==> src/rtl/dose_scheduler.sv <==
// Dose scheduler: per-slot minute countdowns feeding a round-robin alarm FSM
// with acknowledge, snooze and missed-dose timeout.
module dose_slot #(
    parameter int CNT_W = 11
) (
    input  logic             clock,
    input  logic             reset,
    input  logic             min_tick_i,
    input  logic             load_i,
    input  logic [CNT_W-1:0] load_val_i,
    input  logic             clr_i,
    output logic             active_o,
    output logic             pending_o,
    output logic             dup_o
);
    logic [CNT_W-1:0] interval_q, interval_d, count_q, count_d;
    logic             pending_q, pending_d, expire;

    always_comb begin
        interval_d = interval_q;
        count_d    = count_q;
        pending_d  = pending_q;
        expire     = 1'b0;
        if (load_i) begin
            interval_d = load_val_i;
            count_d    = load_val_i;
            pending_d  = 1'b0;
        end else begin
            // interval 0 freezes the slot, so the reload can never underflow
            if (min_tick_i && interval_q != '0) begin
                if (count_q == CNT_W'(1)) begin
                    expire  = 1'b1;
                    count_d = interval_q;
                end else begin
                    count_d = count_q - CNT_W'(1);
                end
            end
            pending_d = (pending_q & ~clr_i) | expire;
        end
    end

    always_ff @(posedge clock) begin
        if (!reset) begin
            interval_q <= '0;
            count_q    <= '0;
            pending_q  <= 1'b0;
        end else begin
            interval_q <= interval_d;
            count_q    <= count_d;
            pending_q  <= pending_d;
        end
    end

    assign active_o  = (interval_d != '0);
    assign pending_o = pending_q;
    // a fresh expiry landing on an unserved dose means the older one is lost
    assign dup_o     = expire & pending_q & ~clr_i;
endmodule

module dose_scheduler #(
    parameter  int NUM_SLOTS  = 4,
    parameter  int CNT_W      = 11,
    parameter  int SNOOZE_MIN = 5,
    parameter  int MISS_LIMIT = 30,
    localparam int SW         = $clog2(NUM_SLOTS)
) (
    input  logic             clock,
    input  logic             reset,
    input  logic             min_tick,
    input  logic             cfg_we,
    input  logic [SW-1:0]    cfg_slot,
    input  logic [CNT_W-1:0] cfg_interval,
    input  logic             ack,
    input  logic             snooze,
    output logic             tmr_enable,
    output logic             alarm,
    output logic [SW-1:0]    alarm_slot,
    output logic             missed_pulse
);
    localparam int MMAX = (MISS_LIMIT > SNOOZE_MIN) ? MISS_LIMIT : SNOOZE_MIN;
    localparam int MW   = $clog2(MMAX + 1);
    localparam logic [1:0] S_IDLE   = 2'd0;
    localparam logic [1:0] S_ALARM  = 2'd1;
    localparam logic [1:0] S_SNOOZE = 2'd2;

    logic [1:0]           state_q, state_d;
    logic [SW-1:0]        slot_q, slot_d, rr_q, rr_d, mslot_q, mslot_d, pick, dslot, slot_nxt;
    logic [MW-1:0]        mcnt_q, mcnt_d;
    logic                 missed_q, missed_d, tmr_en_q, found, fsm_miss, cfg_hit;
    logic [NUM_SLOTS-1:0] load_vec, clr_vec, active_vec, pend_vec, dup_vec, pend_vis;
    int                   arb_k;

    for (genvar g = 0; g < NUM_SLOTS; g++) begin : g_slot
        dose_slot #(.CNT_W(CNT_W)) u_slot (
            .clock      (clock),
            .reset      (reset),
            .min_tick_i (min_tick),
            .load_i     (load_vec[g]),
            .load_val_i (cfg_interval),
            .clr_i      (clr_vec[g]),
            .active_o   (active_vec[g]),
            .pending_o  (pend_vec[g]),
            .dup_o      (dup_vec[g])
        );
    end

    always_comb begin
        load_vec = '0;
        if (cfg_we) load_vec[cfg_slot] = 1'b1;
    end

    // a slot being rewritten this cycle is not offered to the arbiter
    assign pend_vis = pend_vec & ~load_vec;
    assign slot_nxt = (slot_q == SW'(NUM_SLOTS - 1)) ? '0 : slot_q + SW'(1);
    assign cfg_hit  = cfg_we && (cfg_slot == slot_q) && (state_q != S_IDLE);

    always_comb begin
        found = 1'b0;
        pick  = '0;
        arb_k = 0;
        for (int i = 0; i < NUM_SLOTS; i++) begin
            arb_k = int'(rr_q) + i;
            if (arb_k >= NUM_SLOTS) arb_k = arb_k - NUM_SLOTS;
            if (!found && pend_vis[SW'(arb_k)]) begin
                found = 1'b1;
                pick  = SW'(arb_k);
            end
        end
        dslot = '0;
        for (int i = NUM_SLOTS - 1; i >= 0; i--)
            if (dup_vec[i]) dslot = SW'(i);
    end

    always_comb begin
        state_d  = state_q;
        slot_d   = slot_q;
        rr_d     = rr_q;
        mcnt_d   = mcnt_q;
        clr_vec  = '0;
        fsm_miss = 1'b0;
        case (state_q)
            S_IDLE: if (found) begin
                slot_d  = pick;
                mcnt_d  = '0;
                state_d = S_ALARM;
            end
            S_ALARM: begin
                if (cfg_hit) begin
                    state_d = S_IDLE;
                end else if (ack) begin
                    clr_vec[slot_q] = 1'b1;
                    rr_d            = slot_nxt;
                    state_d         = S_IDLE;
                end else if (snooze) begin
                    mcnt_d  = '0;
                    state_d = S_SNOOZE;
                end else if (min_tick) begin
                    if (mcnt_q == MW'(MISS_LIMIT - 1)) begin
                        fsm_miss        = 1'b1;
                        clr_vec[slot_q] = 1'b1;
                        rr_d            = slot_nxt;
                        state_d         = S_IDLE;
                    end else begin
                        mcnt_d = mcnt_q + MW'(1);
                    end
                end
            end
            S_SNOOZE: begin
                if (cfg_hit) begin
                    state_d = S_IDLE;
                end else if (min_tick) begin
                    if (mcnt_q == MW'(SNOOZE_MIN - 1)) begin
                        mcnt_d  = '0;
                        state_d = S_ALARM;
                    end else begin
                        mcnt_d = mcnt_q + MW'(1);
                    end
                end
            end
            default: state_d = S_IDLE;
        endcase
        // the FSM's own timeout pulse wins over a countdown overrun
        missed_d = fsm_miss | (|dup_vec);
        mslot_d  = fsm_miss ? slot_q : dslot;
    end

    always_ff @(posedge clock) begin
        if (!reset) begin
            state_q  <= S_IDLE;
            slot_q   <= '0;
            rr_q     <= '0;
            mcnt_q   <= '0;
            missed_q <= 1'b0;
            mslot_q  <= '0;
            tmr_en_q <= 1'b0;
        end else begin
            state_q  <= state_d;
            slot_q   <= slot_d;
            rr_q     <= rr_d;
            mcnt_q   <= mcnt_d;
            missed_q <= missed_d;
            mslot_q  <= mslot_d;
            tmr_en_q <= |active_vec;
        end
    end

    assign alarm        = (state_q == S_ALARM);
    assign alarm_slot   = missed_q ? mslot_q : slot_q;
    assign missed_pulse = missed_q;
    assign tmr_enable   = tmr_en_q;
endmodule

==> config.mk <==
export PLATFORM = sky130hd
export DESIGN_NAME = dose_scheduler
export DESIGN_NICKNAME = d
export VERILOG_FILES = /design/src/rtl/dose_scheduler.sv
export SDC_FILE = /design/constraint.sdc
export NUM_CORES = 1
export LEC_CHECK = 0
export ABC_CLOCK_PERIOD_IN_PS = 2900
export CORE_MARGIN = 2
export CORE_UTILIZATION = 46
export CTS_CLUSTER_DIAMETER = 60
export CTS_CLUSTER_SIZE = 30
export DETAILED_ROUTE_END_ITERATION = 8
export SETUP_SLACK_MARGIN = 0.3
export SLEW_MARGIN = 5
export SYNTH_ARGS = -nofsm -noshare
export SYNTH_HDL_FRONTEND = slang
export SYNTH_SLANG_ARGS = --single-unit
==> constraint.sdc <==
create_clock -name clock -period 2.9 [get_ports clock]
set_input_delay 0.29 -clock clock [delete_from_list [all_inputs] [get_ports clock]]
set_output_delay 0.29 -clock clock [all_outputs]
set_load 0.005 [all_outputs]
After elaboration in Yosys (flattened, before gate mapping)
Cells that the tools add are included.
- flip-flop bits (word level): 107
- bits of input ports: 19
- output and inout port bits: 5
- logic and storage cells: 236
- add/sub/neg operators: 13
- order comparisons: 12
- eq/ne operators: 22
- multiplexer cells: 104
- bitwise logic cells: 25
- reductions and logical operators: 41
- operator list (kind ; number):
    $mux 11 ; 16
    $reduce_bool 11->1 ; 8
    $mux 2 ; 28
    $mux 5 ; 9
    $eq 11x1->1 const B ; 4
    $sub 11x1->11 const B ; 4
    $mux 1 ; 36
    $mux 4 ; 7
    $lt 2x4->1 const B ; 4
    $pmux 5 s3 ; 1
    $reduce_bool 2->1 ; 7
    $and 1x1->1 ; 12
    $ne 2x2->1 const B ; 6
    $ne 3x3->1 const B ; 4
    $logic_and 1x1->1 ; 11
    $reduce_and 5->1 ; 2
    $ge 3x3->1 const B ; 3
    $bmux 1 s2 ; 4
    $reduce_and 8->1 ; 1
    $reduce_or 2->1 ; 4
    $reduce_or 4->1 ; 2
    $sub 2x1->2 const B ; 4
    $add 2x2->3 const B ; 2
    $lt 2x3->1 const B ; 2
    22 further kinds ; 36

Depth between registers and ports, before layout
- depth in word-level cells: 22
- mapped depth: 11
- gate-level depth less buffers: 8

Cells and area by module
A second synthesis with hierarchy kept.
- cell total of the unflattened synthesis: 801
- area total of the unflattened synthesis: 6850.3 sq um
- by module, submodules not included (module ; instances ; cells each ; area each (sq um) ; seq. area each (sq um)):
    dose_slot at g_slot[0].u_slot ... ; 3 ; 162 ; 1422.6 ; 460.4
    dose_slot at g_slot[3].u_slot ; 1 ; 169 ; 1401.3 ; 460.4
    dose_scheduler ; 1 ; 146 ; 1181.1 ; 300.3

Worst setup path before layout
OpenSTA, ideal clock, no wires.
- path type: register to register
- start: register g_slot[2].u_slot.count_q[0]
- end: register mslot_q[0]
- setup time: 0.115 ns
- arrival time: 2.320 ns
- required time: 2.785 ns
- path slack: 0.464 ns
- cell stages (with the launch flop): 9
- buffers on the path: 2
- period minus slack after synthesis: 2.436 ns
- cell sequence: dfxtp_1 > ha_1 > or4b_1 > buf_2 > or4b_1 > buf_2 > a2111oi_4 > o21ai_1 > a31o_1
- word-level cells in the longest chain between the ends: 11
- RTL lines (element ; line ; RTL):
    from (decl) ; 16 ; logic [CNT_W-1:0] interval_q, interval_d, count_q, count_d;
    from (signal assigned) ; 49 ; count_q <= count_d;
    $eq 11x1->1 ; 31 ; if (count_q == CNT_W'(1)) begin
    $mux 1 ; 31 ;
    $mux 1 ; 30 ; if (min_tick_i && interval_q != '0) begin
    $mux 1 (2 in series) ; 24 ; if (load_i) begin
    $and 1x1->1 (2 in series) ; 57 ; assign dup_o = expire & pending_q & ~clr_i;
    $mux 2 (3 in series) ; 131 ; if (dup_vec[i]) dslot = SW'(i);
    $mux 2 ; 184 ; mslot_d = fsm_miss ? slot_q : dslot;
    to (signal assigned) ; 202 ; mslot_q <= mslot_d;
    to (decl) ; 87 ; logic [SW-1:0] slot_q, slot_d, rr_q, rr_d, mslot_q, mslot_d, pick, dslot, slot_nxt;
Every way passes these cells. The select of a mux whose other input is x is not followed.
A chain may end at the register's enable or synchronous reset.

Worst setup path in the final report
Same ends and word-level chain as after synthesis.

==> results.md <==
- Outcome: finished, final reports clean
- Hold violation count in the final report: 0
- Post-Syn Nets: about 840
- Crit Path Category: register to register
- Ranking of synthesized cells by area: dfxtp_1, a21oi_1, nand2_1
- Crit path max fanout: 6
- Mapped cell area: 6050 um^2
- Max Root-Sink Buffers: 2
- Synth top area share: between 30% and 40%
- Worst skew pair latency: ~360 ps
- DIE WIDTH: 119 um
- Post-DP HPWL: ~13000 um
- Pin count of the biggest net entering global routing: between 90 and 100
- Clk slew on worst S/H paths: 70 ps
- DRC violations left: 0
- Die Y: around 120 um
- Relative slew slack: 40.8%
- First-pass GRT wire length: 29000 um
- Synth unique cells: 65
- Type of origin of the critical path: register
- GRT overflow: 0
- Worst VDD drop: 0.343 mV
- IO Count: 24
- Met2 usage: 42.6%
- Post-synth ARST share: 0%
- Final Cycle Share: 84.8%
- Wire length per cell: ~18 um
- Clock Sinks: about 110
- Area of the core: 12700 um^2
- Worst hold slack: about 470 ps
- Gr usage total: roughly a quarter
- Site Rows: roughly 40
- # fillers: ~1.3k
- I/O Buffers: 23
- Layout area overhead: 14.3%
- Max Cap Viol: 0
- Max-slew violation count: 0
- Initial antenna violation count: 1
- Post-CTS Resized: 0
- Final Setup Violations: 0
- Avg Cell Area, Syn: around 7.5 um^2
- Synth warn: 0
- Minimum period implied by the final worst setup slack: ~2500 ps
- Met3 Use GR: under 10%
- Most used routing layer in global routing: met2
- Syn Inst Count: approximately 800
- Starting density of the core: a little under half
- Total via count in the routed design: about 6.1k
- Slew @ Worst Pin: 876 ps
- Dominant synthesized flop cell: dfxtp_1
- Depth of the CTS H-tree: 3
- GR Layer Usage met1: about a third
- ANT nets after route: 0
- Drt first pass iters: 5
- Clock buffer count from CTS: 9
- Post-synth EDFFs: 0
- Pwr dens: a little over 600 nW/um^2
- Routed wire length: about 18000 um
- Vias in the first global route: approximately 5.7k
- Die area: roughly 14000 um^2
- CP Capture Type: register
- Worst Skew: 6.49 ps
- Setup repair bufs after CTS: 0
- Synth Register Bits: roughly 110
- TritonCTS clock tree: built
- Fin nets: just under 900
- Final setup TNS: 0 ps
- Leading area contributor after synthesis: dfxtp_1
- RD Place Congestion: between 0.9 and 1
- Final Util: 54.4%
- Iter 0 DRT Violations: 536
- RSZ-0062 raised after global routing: false
- Register area share after synthesis: between 30% and 40%
- Critical path arrival: 2710 ps
- Hold_buf cts: 0
- Vias/cell: between 6 and 7
- Share of layout cells above drive strength 1: ~7.7%
- Pleak: between 0.002 and 0.003 uW
- Worst hold path type: register to register
- Data required, critical path: ~3200 ps
- Root buffer cell: clkbuf_16
- Fmax: about 0.41 GHz
[cells by family (layout without fill, tap and decap cells)]
logic type | count (synthesis) | after routing | share of synthesized area [%]
and+or+nand+nor | 330 | 330 | 26.0
adders and majority gates | 19 | 19 | 3.93
AOI/OAI and AO/OA | 270 | 270 | 28.3
muxes | 10 | 10 | 1.70
other | 0 | 1 | 0
buffers and inverters | 66 | 95 | 4.24
xor gates and xnor gates | 3 | 3 | 0.434
DFF | 107 | 107 | 35.4
[critical path: stages (launching register included)]
cell	delay [ps]
dfxtp_1	410
ha_1	170
or4b_4	500
or4b_4	580
a2111oi_4	340
o21ai_1	120
a31o_1	220
[layout make-up]
type	instances	area, um^2	share of cell area [%]
clock inverter	4	50.0	0.724
antenna	1	2.50	0.0362
sequential	107	2140	31.0
timing repair buffer	58	505	7.31
clock buffer	12	246	3.56
inverter	21	78.8	1.14
tap	172	215	3.11
multi-input combinational	632	3680	53.1
[synth_stat cells, types with 8 or more instances]
master,n
clkbuf_1,39
o211ai_1,14
nand3_1,20
nor2b_1,8
mux2i_1,8
inv_1,21
nor4_1,20
o31ai_1,8
o221ai_1,17
a21oi_1,130
o21ai_0,29
nor3_1,17
or3_1,9
nor2_1,68
or4_1,10
nand2_1,137
nand2b_1,8
a31oi_1,17
dfxtp_1,107
ha_1,19
[worst paths after layout]
kind / cells after the start / startpoint / slack [ps] / endpoint
worst max-delay path: 6 / g_slot[2].u_slot.count_q[0] / 440 / mslot_q[0]
worst min-delay path: 2 / g_slot[1].u_slot.interval_q[1] / 470 / g_slot[1].u_slot.interval_q[1]
worst max register to register: 6 / g_slot[2].u_slot.count_q[0] / 440 / mslot_q[0]
worst min register to register: 2 / g_slot[1].u_slot.interval_q[1] / 470 / g_slot[1].u_slot.interval_q[1]
[sequential cells by signal, summed over array words and instances (netlist names), 2 cells and up]
register / cells
g_slot.u_slot.count_q: 44
g_slot.u_slot.interval_q: 44
mcnt_q: 5
g_slot.u_slot.pending_o: 4
mslot_q: 2
rr_q: 2
slot_q: 2
state_q: 2
[through the flow]
step	worst slack, ps	power (uW)	instances	cell area [um^2]
after floorplan	464	2590	805	6050
after global placement	383	2920	990	6610
after detailed placement	331	2950	990	6610
after CTS	327	4200	1006	6910
after global routing	325	4450	1006	6910
final	442	4200	1007	6920
[per-layer routing]
metal / share of wire, % / vias up
met3: 5.1 / 25
met4: 1.6 / 0
met1: 45 / 2891
met2: 48 / 169
li1: - / 3007
met5: 0 / -
[power by group]
part,switching [uW],internal (uW),total [uW]
combinational,712,505,1220
sequential,139,1590,1720
clock,564,693,1260
total,1420,2780,4200
[cell usage in the layout (no fill, tap or decap), drive strengths merged, types with 3 or more instances in the layout]
master         count
nand2            137
a21oi            130
dfxtp            107
nor2              68
buf               35
o21ai             30
clkdlybuf4s50     23
inv               21
nor4              20
nand3             20
ha                19
nor3              17
o221ai            17
a31oi             17
o211ai            14
clkbuf            12
or4               10
o31ai             10
or3                9
nor2b              8
nand2b             8
mux2i              8
o31a               5
o21a               5
a211oi             5
o22ai              5
o21bai             5
nor3b              5
nor4b              4
nand3b             4
nand4              4
and3               4
xnor2              3
o41ai              3
No activity file was read; power rests on OpenSTA's default activity.
